===== config.mk =====
export PLATFORM = sky130hd
export DESIGN_NAME = mem_access_ctrl
export DESIGN_NICKNAME = d
export VERILOG_FILES = /design/src/rtl/mem_access_ctrl_pkg.sv /design/src/rtl/mem_strobe_gen.sv /design/src/rtl/mem_access_ctrl.sv
export SDC_FILE = /design/constraint.sdc
export NUM_CORES = 1
export LEC_CHECK = 0
export BUFFER_PORTS_ARGS = -buffer_cell sky130_fd_sc_hd__buf_2
export CORE_AREA = 2 2 157 82
export DETAILED_ROUTE_END_ITERATION = 7
export DIE_AREA = 0 0 159 84
export GPL_ROUTABILITY_DRIVEN = 0
export PLACE_DENSITY = 0.8
export SLEW_MARGIN = 20
export SYNTH_ARGS = -nofsm -noshare
export SYNTH_HDL_FRONTEND = slang
export SYNTH_SLANG_ARGS = --single-unit

===== constraint.sdc =====
create_clock -name clk -period 4.2 [get_ports clk]
set_input_delay 0.63 -clock clk [delete_from_list [all_inputs] [get_ports clk]]
set_output_delay 0.63 -clock clk [all_outputs]
set_load 0.01 [all_outputs]

===== src/rtl/mem_access_ctrl_pkg.sv =====
// Shared op codes, size encodings, FSM states and strobe helper for the MEM-stage
// data-memory access controller.
package mem_access_ctrl_pkg;

    localparam logic [7:0] EXE_LB_OP  = 8'b1110_0000;
    localparam logic [7:0] EXE_LBU_OP = 8'b1110_0100;
    localparam logic [7:0] EXE_LH_OP  = 8'b1110_0001;
    localparam logic [7:0] EXE_LHU_OP = 8'b1110_0101;
    localparam logic [7:0] EXE_LW_OP  = 8'b1110_0011;
    localparam logic [7:0] EXE_SB_OP  = 8'b1110_1000;
    localparam logic [7:0] EXE_SH_OP  = 8'b1110_1001;
    localparam logic [7:0] EXE_SW_OP  = 8'b1110_1011;

    localparam logic [1:0] SIZE_BYTE = 2'd0;
    localparam logic [1:0] SIZE_HALF = 2'd1;
    localparam logic [1:0] SIZE_WORD = 2'd2;

    typedef enum logic [1:0] {
        ST_IDLE = 2'd0,
        ST_REQ  = 2'd1,
        ST_WAIT = 2'd2,
        ST_DONE = 2'd3
    } state_t;

    function automatic logic [3:0] size_strobe(input logic [1:0] size, input logic [1:0] lo);
        case (size)
            SIZE_BYTE: return 4'b0001 << lo;
            SIZE_HALF: return 4'b0011 << lo;
            default:   return 4'b1111;
        endcase
    endfunction

endpackage


===== src/rtl/mem_strobe_gen.sv =====
// Decodes the MEM-stage op and low address bits into bus size, byte strobes and
// direction; alignment errors only reported when MEM_ALIGN_CHECK_EN is defined.
module mem_strobe_gen
    import mem_access_ctrl_pkg::*;
(
    input  logic [7:0] op,
    input  logic [1:0] addr_lo,
    output logic [1:0] data_size,
    output logic [3:0] data_wstrb,
    output logic       data_wr,
    output logic       is_load,
    output logic       is_store,
    output logic       addr_err
);

    always_comb begin
        data_size = SIZE_BYTE;
        is_load   = 1'b0;
        is_store  = 1'b0;
        case (op)
            EXE_LB_OP, EXE_LBU_OP: begin is_load  = 1'b1; data_size = SIZE_BYTE; end
            EXE_LH_OP, EXE_LHU_OP: begin is_load  = 1'b1; data_size = SIZE_HALF; end
            EXE_LW_OP:             begin is_load  = 1'b1; data_size = SIZE_WORD; end
            EXE_SB_OP:             begin is_store = 1'b1; data_size = SIZE_BYTE; end
            EXE_SH_OP:             begin is_store = 1'b1; data_size = SIZE_HALF; end
            EXE_SW_OP:             begin is_store = 1'b1; data_size = SIZE_WORD; end
            default: ;
        endcase
    end

    // Reads never assert strobes; the load-extend logic picks the lane itself.
    assign data_wr    = is_store;
    assign data_wstrb = is_store ? size_strobe(data_size, addr_lo) : 4'b0000;

`ifdef MEM_ALIGN_CHECK_EN
    assign addr_err = (is_load | is_store) &
                      (((data_size == SIZE_HALF) & addr_lo[0]) |
                       ((data_size == SIZE_WORD) & (addr_lo != 2'b00)));
`else
    assign addr_err = 1'b0;
`endif

endmodule


===== src/rtl/mem_access_ctrl.sv =====
// MEM-stage data-memory access controller: drives the req/addr_ok/data_ok bus and
// stalls the pipeline until the transfer completes. Option: MEM_ALIGN_CHECK_EN.
module mem_access_ctrl
    import mem_access_ctrl_pkg::*;
#(
    parameter int ADDR_W = 32,
    parameter int DATA_W = 32
) (
    input  logic              clk,
    input  logic              rst,
    input  logic              memenM,
    input  logic [7:0]        alucontrolM,
    input  logic [ADDR_W-1:0] aluoutM,
    input  logic [DATA_W-1:0] writedata2M,
    input  logic              flushM,
    input  logic              stallM,
    output logic              data_req,
    output logic              data_wr,
    output logic [1:0]        data_size,
    output logic [ADDR_W-1:0] data_addr,
    output logic [DATA_W-1:0] data_wdata,
    output logic [3:0]        data_wstrb,
    input  logic              data_addr_ok,
    input  logic              data_data_ok,
    input  logic [DATA_W-1:0] data_rdata,
    output logic [DATA_W-1:0] readdataM,
    output logic              stall_memM,
    output logic              adelM,
    output logic              adesM,
    output logic [ADDR_W-1:0] badvaddrM
);

    state_t            state, state_n;
    logic              killed, killed_n;
    logic              load_cmd, cap_en, start;
    logic [1:0]        sg_size;
    logic [3:0]        sg_wstrb;
    logic              sg_wr, is_load, is_store, addr_err;
    logic              wr_q;
    logic [1:0]        size_q;
    logic [3:0]        wstrb_q;
    logic [ADDR_W-1:0] addr_q;
    logic [DATA_W-1:0] wdata_q, cap_q;

    mem_strobe_gen u_strobe (
        .op         (alucontrolM),
        .addr_lo    (aluoutM[1:0]),
        .data_size  (sg_size),
        .data_wstrb (sg_wstrb),
        .data_wr    (sg_wr),
        .is_load    (is_load),
        .is_store   (is_store),
        .addr_err   (addr_err)
    );

    // Gated by rst so every output is quiet while reset is held.
    assign start = ~rst & memenM & (is_load | is_store) & ~flushM & ~addr_err &
                   (state == ST_IDLE);

    assign adelM     = ~rst & memenM & is_load & addr_err;
    assign adesM     = ~rst & memenM & is_store & addr_err;
    assign badvaddrM = (adelM | adesM) ? aluoutM : '0;

    always_comb begin
        state_n    = state;
        killed_n   = killed;
        load_cmd   = 1'b0;
        cap_en     = 1'b0;
        data_req   = 1'b0;
        data_wr    = 1'b0;
        data_size  = 2'b00;
        data_addr  = '0;
        data_wdata = '0;
        data_wstrb = 4'b0000;
        readdataM  = '0;
        stall_memM = 1'b0;
        case (state)
            ST_IDLE: begin
                if (start) begin
                    data_req   = 1'b1;
                    data_wr    = sg_wr;
                    data_size  = sg_size;
                    data_addr  = aluoutM;
                    data_wdata = writedata2M;
                    data_wstrb = sg_wstrb;
                    stall_memM = 1'b1;
                    killed_n   = 1'b0;
                    if (data_addr_ok) begin
                        state_n = ST_WAIT;
                    end else begin
                        state_n  = ST_REQ;
                        load_cmd = 1'b1;
                    end
                end
            end
            ST_REQ: begin
                data_req   = 1'b1;
                data_wr    = wr_q;
                data_size  = size_q;
                data_addr  = addr_q;
                data_wdata = wdata_q;
                data_wstrb = wstrb_q;
                stall_memM = 1'b1;
                if (flushM) killed_n = 1'b1;
                if (data_addr_ok) state_n = ST_WAIT;
            end
            ST_WAIT: begin
                if (flushM) killed_n = 1'b1;
                // A flushed transfer still runs to data_ok; its data is dropped.
                if (data_data_ok) begin
                    killed_n = 1'b0;
                    if (~killed & ~flushM) begin
                        readdataM = data_rdata;
                        if (stallM) begin
                            state_n = ST_DONE;
                            cap_en  = 1'b1;
                        end else begin
                            state_n = ST_IDLE;
                        end
                    end else begin
                        state_n = ST_IDLE;
                    end
                end else begin
                    stall_memM = 1'b1;
                end
            end
            ST_DONE: begin
                readdataM = cap_q;
                if (~stallM) state_n = ST_IDLE;
            end
            default: state_n = ST_IDLE;
        endcase
    end

    always_ff @(posedge clk or posedge rst) begin
        if (rst) begin
            state   <= ST_IDLE;
            killed  <= 1'b0;
            wr_q    <= 1'b0;
            size_q  <= 2'b00;
            wstrb_q <= 4'b0000;
            addr_q  <= '0;
            wdata_q <= '0;
            cap_q   <= '0;
        end else begin
            state  <= state_n;
            killed <= killed_n;
            if (load_cmd) begin
                wr_q    <= sg_wr;
                size_q  <= sg_size;
                wstrb_q <= sg_wstrb;
                addr_q  <= aluoutM;
                wdata_q <= writedata2M;
            end
            if (cap_en) cap_q <= data_rdata;
        end
    end

endmodule


==> flow_summary.ini <==
[global_route]
grt_pass1_wl_mm = 23.3
grt_pass1_vias = 4605
grt_use_total_pct = 21.5
grt_overflow_total = 0
antenna_found_initial = 0
grt_max_degree = 80

[detailed_routing]
viasPerCell = 5.08
vias = 4858
wl_per_cell_um = 14.8
first_pass_iters = 5
drt_iter0_drc = 318
ant_nets = 0
drcViolationCount = 0
wirelength_mm = 14.1

[die]
die_h_um = 84
rows = 29
core_area_um2 = 12200
die_w_um = 159
initial_core_util_pct = 46.4
io_pins = 250
dieArea_um2 = 13400

[sta]
final_hold_viol_count = 0
worst_pin_slew_ns = 0.793
fin_ws_ns = 1.20
hold_ws_ns = 0.421
tns_ns = 0
worst_clock_skew_ns = 0.00724
maxSlewHeadroom_pct = 47.0
fin_crit_ns = 3.01
finalSetupViolCount = 0
rsz0062_at_grt = false
drv_slew = 0
clock.fmax_ghz = 0.333
finalCritPeriodShare_pct = 71.5

[placed_design]
dpl.cell_count = 940
pre_cts_slack_ns = 1.22
dp_hpwl_mm = 10.2
port_buffers = 215
place_area_um2 = 6630

[layout]
fin_area_um2 = 6940
layout_commonest_cell = buf_2
final_cells = 956
final_cell_mix = 215 x buf_2, 212 x nand2_1, 106 x dfrtp_1
num-nets-final = 896
fill_cells = 1114
diodes = 0
drive_above_1_share_pct = 32.3
area_growth_syn_to_layout_pct = 22.7

[logic_synthesis]
synth_cell_types = 45
ys_seq_area_share_pct = 46.9
synth_seq_cells = 106
syn_inst = 589
async_flop_share_pct = 100
yosys_warnings = 0
synth_edf_count = 0
syn-cell-area_um2 = 5650
ys.flop_type = dfrtp_1
syn_area_per_cell_um2 = 9.60

[status]
outcome = completed

[critical_path]
end_kind = output pin
r2r_start = state[0]
critPathRequiredTime_ns = 3.57
start_kind = primary input
cp.arrival_ns = 2.38
critPathKind = primary input to output pin
r2r_setup_slack_ns = 1.69
reg2reg_depth = 7
worstReg2RegEnd = cap_q[18]
path_max_fanout = 48

[clock_tree]
root_buffer = clkbuf_16
clk_pin_slew_worst_paths_ns = 0.07
h-tree-depth = 3
clkLatencyLatePin_ns = 0.34
max-clock-path-buffers = 2
cts_tree = built
cts_hold_buf = 0
postCtsSetupBuffers = 0
cts_resized = 0
cts.sinks = 106
numCtsBuffers = 9

[power_and_ir_drop]
power.leakage_nw = 3.95
peakVddDrop_mv = 0.263
pwr_density_cell_nw_per_um2 = 431

[run]
drv_cap = 0

[worst_hold_path]
min_path_type = primary input to async pin
==> flip-flops by register name, indices dropped and copies added (netlist names) <==
register,flops
wstrb_q,4
addr_q,32
killed,1
wdata_q,32
state,2
cap_q,32
wr_q,1
size_q,2
==> metrics by stage <==
stage,total power [mW],util (%)
6_report,2.99,56.9
3_3_place_gp,2.12,54.3
4_1_cts,3.02,56.9
5_1_grt,3.17,56.9
3_5_place_dp,2.13,54.3
2_1_floorplan,1.87,-
==> critical path, stage by stage <==
cell and delay [ns]:
buf_2 0.09, and4b_1 0.48, o2111a_2 0.56, buf_12 0.27, a22o_1 0.17, buf_2 0.13
==> worst max path at each step <==
stage | startpoint | end | slack, ns
floorplan | rst | addr_q[0] | 0.78
finish | alucontrolM[4] | data_addr[7] | 1.20
global placement | alucontrolM[4] | data_wdata[26] | 1.25
global route | state[1] | data_addr[7] | 1.04
detailed placement | alucontrolM[4] | data_addr[7] | 1.22
CTS | alucontrolM[4] | data_addr[7] | 1.23
==> cell usage after synthesis (all sizes together), types with 2 or more instances <==
cell type / n / share of area (%)
a22o: 94 / 15
buf: 58 / 8.3
clkbuf: 17 / 1.1
mux2: 32 / 6.4
a31oi: 2 / 0.22
o21ai: 18 / 1.6
a21oi: 4 / 0.42
nor2: 3 / 0.20
nor3: 3 / 0.46
ha: 4 / 0.89
nand2: 213 / 14
nor2b: 3 / 0.38
o2111a: 2 / 0.40
inv: 8 / 0.53
or2: 2 / 0.22
o22ai: 2 / 0.22
dfrtp: 106 / 47
nor3b: 2 / 0.46
==> power by group <==
group	leakage [nW]	internal [mW]	total [mW]	switching [mW]
clock	0.155	0.486	0.871	0.385
sequential	1.43	1.20	1.31	0.104
combinational	2.37	0.342	0.811	0.469
total	3.95	2.03	2.99	0.957
==> layer usage <==
metal | global-route usage, % | share of wire, % | wire, µm | vias to the layer above
li1 | - | - | - | 2343
met1 | 31.8 | 49 | 6850 | 2288
met2 | 31.2 | 42 | 5950 | 214
met3 | 6.01 | 8.3 | 1170 | 13
met4 | 4.71 | 0.98 | 139 | 0
met5 | 0 | 0 | 0 | -
==> kinds of logic (layout without fill, tap and decap cells) <==
family          Yosys count  after routing  share of synthesized area, %
fa+ha+maj                 4              4                         0.885
mux                      32             32                          6.37
other cells               1             34                        0.0663
compound gates          131            131                          19.0
buf+inv                  83            247                          9.96
flops                   106            106                          46.9
simple gates            232            232                          16.8
==> area by class of cell <==
cell class	instances	area [µm²]	area share (%)
multi-input combinational	433	2580	37.2
clock inverter	6	72.6	1.05
inverter	8	35.0	0.505
timing repair buffer	223	1150	16.6
tap	170	213	3.07
clock buffer	10	239	3.44
sequential	106	2650	38.2
No activity file was read; power rests on OpenSTA's default activity.
